[config.mk]
export PLATFORM = sky130hd
export DESIGN_NAME = instr_encoder_loader
export DESIGN_NICKNAME = d
export VERILOG_FILES = /design/src/rtl/mips_isa_pkg.sv /design/src/rtl/instr_field_packer.sv /design/src/rtl/instr_encoder_loader.sv
export SDC_FILE = /design/constraint.sdc
export NUM_CORES = 1
export LEC_CHECK = 0
export CAP_MARGIN = 15
export CORE_MARGIN = 2
export CORE_UTILIZATION = 45
export DETAILED_ROUTE_END_ITERATION = 7
export PLACE_DENSITY = 0.81
export SYNTH_ARGS = -nofsm -noshare
export SYNTH_HDL_FRONTEND = slang
export SYNTH_HIERARCHICAL = 1
export SYNTH_SLANG_ARGS = --single-unit
[constraint.sdc]
create_clock -name clk -period 2.1 [get_ports clk]
set_clock_uncertainty 0.2 [all_clocks]
set_input_delay 0.63 -clock clk [delete_from_list [all_inputs] [get_ports clk]]
set_output_delay 0.63 -clock clk [all_outputs]
set_load 0.02 [all_outputs]
[src/rtl/mips_isa_pkg.sv]
// Shared MIPS ISA constants, field widths, loader FSM state type and the
// opcode legality helper used by the instruction encoder/loader.
package mips_isa_pkg;

  localparam int OPCODE_W = 6;
  localparam int REG_W    = 5;
  localparam int SHAMT_W  = 5;
  localparam int FUNCT_W  = 6;
  localparam int IMM_W    = 16;
  localparam int WORD_W   = 32;

  localparam logic [OPCODE_W-1:0] OP_RTYPE = 6'b000000;
  localparam logic [OPCODE_W-1:0] OP_LW    = 6'b000100;
  localparam logic [OPCODE_W-1:0] OP_SW    = 6'b000101;
  localparam logic [OPCODE_W-1:0] OP_BEQ   = 6'b000110;
  localparam logic [OPCODE_W-1:0] OP_ADDI  = 6'b000111;
  localparam logic [OPCODE_W-1:0] OP_SLTI  = 6'b001010;

  typedef enum logic [1:0] {
    ST_IDLE,
    ST_LOAD,
    ST_DONE
  } loaderState_t;

  // Exactly the opcode set the control unit decodes.
  function automatic logic isLegalOpcode(input logic [OPCODE_W-1:0] op);
    case (op)
      OP_RTYPE, OP_LW, OP_SW, OP_BEQ, OP_ADDI, OP_SLTI: return 1'b1;
      default:                                          return 1'b0;
    endcase
  endfunction

endpackage

[src/rtl/instr_field_packer.sv]
// Combinational field-to-word packer for R/I-type MIPS instructions.
// With OPCODE_CHECK_EN defined, 'legal' flags opcodes the control unit decodes.
module instr_field_packer
  import mips_isa_pkg::*;
(
  input  logic [OPCODE_W-1:0] opcode,
  input  logic [REG_W-1:0]    rs,
  input  logic [REG_W-1:0]    rt,
  input  logic [REG_W-1:0]    rd,
  input  logic [SHAMT_W-1:0]  shamt,
  input  logic [FUNCT_W-1:0]  funct,
  input  logic [IMM_W-1:0]    imm,
  output logic [WORD_W-1:0]   word,
  output logic                legal
);

  assign word = (opcode == OP_RTYPE) ? {opcode, rs, rt, rd, shamt, funct}
                                     : {opcode, rs, rt, imm};

`ifdef OPCODE_CHECK_EN
  assign legal = isLegalOpcode(opcode);
`else
  assign legal = 1'b1;
`endif

endmodule

[src/rtl/instr_encoder_loader.sv]
// Encodes instruction records and streams them into instruction memory from
// address 0. Optional opcode filtering and sticky err via OPCODE_CHECK_EN.
module instr_encoder_loader
  import mips_isa_pkg::*;
#(
  parameter int ADDR_W = 8
) (
  input  logic                clk,
  input  logic                rst_n,
  input  logic                start,
  input  logic                in_valid,
  output logic                in_ready,
  input  logic [OPCODE_W-1:0] in_opcode,
  input  logic [REG_W-1:0]    in_rs,
  input  logic [REG_W-1:0]    in_rt,
  input  logic [REG_W-1:0]    in_rd,
  input  logic [SHAMT_W-1:0]  in_shamt,
  input  logic [FUNCT_W-1:0]  in_funct,
  input  logic [IMM_W-1:0]    in_imm,
  input  logic                in_last,
  output logic                mem_we,
  output logic [ADDR_W-1:0]   mem_addr,
  output logic [WORD_W-1:0]   mem_wdata,
  output logic                busy,
  output logic                done,
  output logic [ADDR_W:0]     count,
  output logic                err
);

  localparam logic [ADDR_W-1:0] PTR_MAX   = '1;
  localparam logic [ADDR_W:0]   COUNT_MAX = {1'b1, {ADDR_W{1'b0}}};

  loaderState_t      state, nextState;
  logic [ADDR_W-1:0] ptr;
  logic [WORD_W-1:0] packedWord;
  logic              opLegal;
  logic              accept;
  logic              writeEn;
  logic              sessionStart;

  instr_field_packer u_packer (
    .opcode (in_opcode),
    .rs     (in_rs),
    .rt     (in_rt),
    .rd     (in_rd),
    .shamt  (in_shamt),
    .funct  (in_funct),
    .imm    (in_imm),
    .word   (packedWord),
    .legal  (opLegal)
  );

  assign in_ready     = (state == ST_LOAD);
  assign busy         = (state != ST_IDLE);
  assign done         = (state == ST_DONE);
  assign accept       = in_valid & in_ready;
  assign writeEn      = accept & opLegal;
  assign sessionStart = (state == ST_IDLE) & start;

  // NOTE: sequential state uses non-blocking assignments so every register
  // samples pre-edge values regardless of block ordering.
  always_ff @(posedge clk or negedge rst_n) begin
    if (!rst_n) state <= ST_IDLE;
    else        state <= nextState;
  end

  // NOTE: nextState gets its default before the case so no path leaves it
  // unassigned and no latch is inferred.
  always_comb begin
    nextState = state;
    case (state)
      ST_IDLE: if (start) nextState = ST_LOAD;
      ST_LOAD: if (accept && (in_last || ptr == PTR_MAX)) nextState = ST_DONE;
      ST_DONE: nextState = ST_IDLE;
      default: nextState = ST_IDLE;
    endcase
  end

  // Write port is registered: the word appears the cycle after acceptance,
  // and a reset in that window simply drops it.
  always_ff @(posedge clk or negedge rst_n) begin
    if (!rst_n) begin
      mem_we    <= 1'b0;
      mem_addr  <= '0;
      mem_wdata <= '0;
      ptr       <= '0;
      count     <= '0;
    end else begin
      mem_we <= writeEn;
      if (sessionStart) begin
        ptr   <= '0;
        count <= '0;
      end else if (writeEn) begin
        mem_addr  <= ptr;
        mem_wdata <= packedWord;
        if (ptr != PTR_MAX)     ptr   <= ptr + 1'b1;
        if (count != COUNT_MAX) count <= count + 1'b1;
      end
    end
  end

`ifdef OPCODE_CHECK_EN
  always_ff @(posedge clk or negedge rst_n) begin
    if (!rst_n)                  err <= 1'b0;
    else if (sessionStart)       err <= 1'b0;
    else if (accept && !opLegal) err <= 1'b1;
  end
`else
  assign err = 1'b0;
`endif

endmodule

======== Word-level counts from Yosys, hierarchy flattened ========
Index checks and enable logic that the tools add are counted.
operators by class
  add/sub/neg operators ................... 2
  equal/unequal tests ..................... 7
  muxes and demuxes ....................... 10
  bitwise operators ....................... 3
  reductions and logical operators ........ 12
operators with widths
  operator             count
  $mux 9               3
  $mux 8               3
  $mux 16              1
  $add 9x1->9 const B  1
  $ne 9x9->1 const B   1
  $add 8x1->8 const B  1
  $eq 8x8->1 const B   1
  $ne 8x8->1 const B   1
  $reduce_and 2->1     4
  $reduce_bool 2->1    4
  $logic_not 6->1      1
  $mux 2               2
  $pmux 2 s2           1
  $and 1x1->1          2
  $eq 2x1->1 const B   1
  $eq 2x2->1 const B   1
  $logic_not 2->1      1
  $ne 2x1->1 const B   1
  $ne 2x2->1 const B   1
  $logic_and 1x1->1    1
  $logic_or 1x1->1     1
  $not 1->1            1
word-level totals
  bits in registers ....................... 60
  input port bits ......................... 53
  output and inout port bits .............. 54
  word-level logic and storage cells ...... 40

======== Depth between registers and ports, before layout ========
  depth in word-level cells ............... 5
  depth in mapped cells ................... 6
  gate-level depth less buffers ........... 6

======== Hierarchy ========
Netlist, hierarchy kept.
by module, submodules not included
  module                instances  cells each  area each (um^2)  sequential area each (um^2)
  instr_encoder_loader  1          276         2572.5            1501.4
  instr_field_packer    1          38          382.9             0.0

======== Worst setup path before layout ========
Ideal clock, no wire load.
  path kind ............................... in2reg
  from .................................... input in_opcode[5]
  to ...................................... register mem_wdata[10]
  library setup time ...................... 0.117 ns
  data arrival time ....................... 1.607 ns
  data required time ...................... 1.783 ns
  slack ................................... 0.176 ns
  stages on the path ...................... 6
  buffers on the path ..................... 1
  cells stage by stage .................... nor4_2 nand2_2 buf_6 mux2_4 nand2_1 nand2_1
on the way
  word-level cells in the longest chain between the ends .. 2
ends and longest elaborated chain
  element                 RTL line                    RTL
  start: declaration      instr_encoder_loader.sv:13  input logic [OPCODE_W-1:0] in_opcode,
  $logic_not 6->1         instr_field_packer.sv:17    assign word = (opcode == OP_RTYPE) ? {opcode, rs, rt, rd, shamt, funct}
  $mux 16                 instr_field_packer.sv:17
  net packedWord[10]      instr_encoder_loader.sv:35  logic [WORD_W-1:0] packedWord;
  end signal: assignment  instr_encoder_loader.sv:95  mem_wdata <= packedWord;
  end: declaration        instr_encoder_loader.sv:23  output logic [WORD_W-1:0] mem_wdata,
The timed path passes the listed nets, and every way through them passes these cells.
A chain may end at the register's enable or synchronous reset.

======== Final worst setup path ========
  from .................................... register state[0]
  to ...................................... output done
on the way
  word-level cells in the longest chain between the ends .. 1
ends and longest elaborated chain
  element                   RTL line                    RTL
  start: declaration        instr_encoder_loader.sv:33  loaderState_t state, nextState;
  start signal: assignment  instr_encoder_loader.sv:64  else state <= nextState;
  $eq 2x2->1                instr_encoder_loader.sv:55  assign done = (state == ST_DONE);
  end: declaration          instr_encoder_loader.sv:25  output logic done,
Every way passes these cells.

==> run metrics <==
Crit Path Class reg -> out; crit path max fanout 4; Gate power share 38.1%; Via density 4.88; Power Density 1140 mW/mm^2; TritonCTS Buffers 9; type of origin of the critical path flop; sw power 0.00177 W; RSZ-0062 raised after global routing false; CTS Sinks 60; Power Internal between 0.003 and 0.004 W; Routed WL per cell 13.3 microns; GRT Total Usage 19.0%; vias in the first global route 2435; largest net degree at the start of global routing 61; design area 0.00433 sq mm; final estimated routing congestion in global placement ~0.8; grt ovf 0; first-pass GRT wire length roughly 11000 microns; Highest Clock Rate 487 MHz; NumNets Final 480; Routed WL 6720 microns; CTS Hold Bufs 0; Primary FF master, synth dfrtp_1; Reg power frac 35.8%; WP data required 1.27 ns; Clock Power Share 26.2%; sequential element share of the synthesized area about half; Worst Setup End Kind output pin; DP HPWL 4710 microns; number of synthesized flops with an enable pin 0; worst reg2reg path depth 6; reported max-cap violation count 0; H-tree depth 3; Post-Syn Area 0.00296 sq mm; Leak Pwr 2.33 nW; clock root cell clkbuf_8; flops & latches, synth 60; Min-Delay Path Class in -> async; antenna violations before repair 0; final setup TNS 0 ns; Final WS setup 0.0472 ns; final core utilization 68.1%; core area 0.00635 sq mm; placed cell area 0.00408 sq mm; Design Power 0.00493 W; share of layout cells above drive strength 1 16.1%; clock latency on the worst-skew pair 0.33 ns; Mapped Nets 370; PortBufs 105; outcome finished, final reports clean; DR DRC count 0; Initial Utilization 46.5%; vias 2468; WP data arrival 1.22 ns; fin crit share 97.8%; Peak VDD IR 0.000605 V; Antenna Cells 0; Ys Warns 6; minimum clock period 2.05 ns; Syn Inst Count ~310; Worst-path clk slew approximately 0.070 ns; Distinct cells, synth 43; Fin. Hold Viols 0; Die H 85.0 microns; I/O Pins 107; Chip Width 85.0 microns; final setup violating endpoints 0; overall die area slightly above 0.007 sq mm; Pre-antenna DRT Iters 5; Sw Ratio 35.9%; Detailed Route Iter0 Violations 118; pre-CTS WS -0.327 ns; remaining antenna violation count after routing 0; CTS tree done; max-slew violation count 0; syn_area_per_cell 9.41 sq um; clk buf depth 2; std cell rows 29; Area Overhead vs Synth 46.4%; post-synthesis async set-or-reset flop share 100%
[power by group through the flow]
stage | clock network [W] | logic [W] | registers, W
floorplan | 0 | 0.000597 | 0.00222
global placement | 0 | 0.00211 | 0.00177
detailed placement | 0 | 0.00215 | 0.00179
CTS | 0.00132 | 0.00189 | 0.00176
global route | 0.00137 | 0.00204 | 0.00182
finish | 0.00129 | 0.00188 | 0.00176
[critical path, stage by stage (launching register included)]
cell	delay (ns)
dfrtp_1	0.40
and2b_2	0.21
clkdlybuf4s15_1	0.29
[logic make-up (layout without fill, tap and decap cells)]
kind of cell,count (synthesis),count (layout),share of synthesized area (%)
buf+inv,38,152,7.71
fa+ha+maj,3,3,1.27
compound gates,16,16,4.19
simple gates,169,170,25.3
mux,20,20,8.72
xor+xnor,6,6,1.78
flops,60,60,50.8
other cells,2,2,0.254
[cells in the mapped netlist, types with 2 or more instances]
cell type,instances,area [sq um]
mux2_4,10,150
o211ai_1,2,15.0
o21a_1,3,22.5
nand3_1,4,20.0
mux2_2,6,67.6
clkbuf_1,8,30.0
nor2_1,14,52.6
buf_2,2,10.0
mux2i_1,4,40.0
xnor2_1,4,35.0
ha_1,3,37.5
nor4_1,2,12.5
o31ai_1,3,22.5
dfrtp_1,60,1500
xor2_1,2,17.5
buf_4,18,135
nand4_1,3,18.8
o21ai_0,2,10.0
inv_1,7,26.3
buf_6,2,22.5
nor3_1,3,15.0
conb_1,2,7.51
nand2_1,130,488
[routing by layer]
layer	share of wire (%)	GRT usage, %
met5	0	0
met4	1.3	8.08
met3	8.1	5.25
met2	47	29.9
met1	44	24.6
[final cells by class]
| cell class | count | area, sq um |
|---|---|---|
| tap | 77 | 96.3 |
| timing repair buffer | 128 | 1210 |
| multi-input combinational | 217 | 1240 |
| fill | 530 | 2020 |
| sequential | 60 | 1500 |
| clock inverter | 4 | 95.1 |
| clock buffer | 12 | 155 |
| inverter | 8 | 30.0 |
[path summary, 6_finish.rpt]
check / end / slack [ns] / from
worst min register to register: mem_wdata[7] / 0.27 / mem_wdata[7]
max in group asynchronous: ptr[4] / 1.34 / rst_n
min in group clk: mem_wdata[7] / 0.27 / mem_wdata[7]
worst max register to register: ptr[1] / 0.24 / ptr[0]
worst max-delay path: done / 0.05 / state[0]
worst min-delay path: mem_addr[2] / 0.1 / rst_n
[stage by stage]
stage,hold slack (ns),instances
finish,0.0981,506
global route,0.117,506
detailed placement,0.261,487
CTS,0.107,503
floorplan,0.134,314
global placement,0.257,487
[cells in the final DEF (no fill, tap or decap), types with 4 or more instances in the layout]
| cell type | netlist | layout |
|---|---|---|
| buf_4 | 18 | 19 |
| clkbuf_8 | 0 | 11 |
| clkdlybuf4s50_1 | 0 | 47 |
| dfrtp_1 | 60 | 60 |
| dlygate4sd2_1 | 0 | 49 |
| dlymetal6s2s_1 | 0 | 5 |
| inv_1 | 7 | 7 |
| mux2_2 | 6 | 6 |
| mux2_4 | 10 | 10 |
| mux2i_1 | 4 | 4 |
| nand2_1 | 130 | 130 |
| nand3_1 | 4 | 4 |
| nor2_1 | 14 | 14 |
| xnor2_1 | 4 | 4 |
[what timing repair did]
item,CTS,global route
cloned,0,2
buffers inserted,0,1
setup endpoints to repair,52,19
pin swaps,0,3
gates resized for setup,59,6
[sequential cells by signal, summed over array words and instances, names as in the netlist]
register,count
count,9
mem_addr,8
mem_wdata,32
mem_we,1
ptr,8
state,2
No activity file was read; power rests on OpenSTA's default activity.
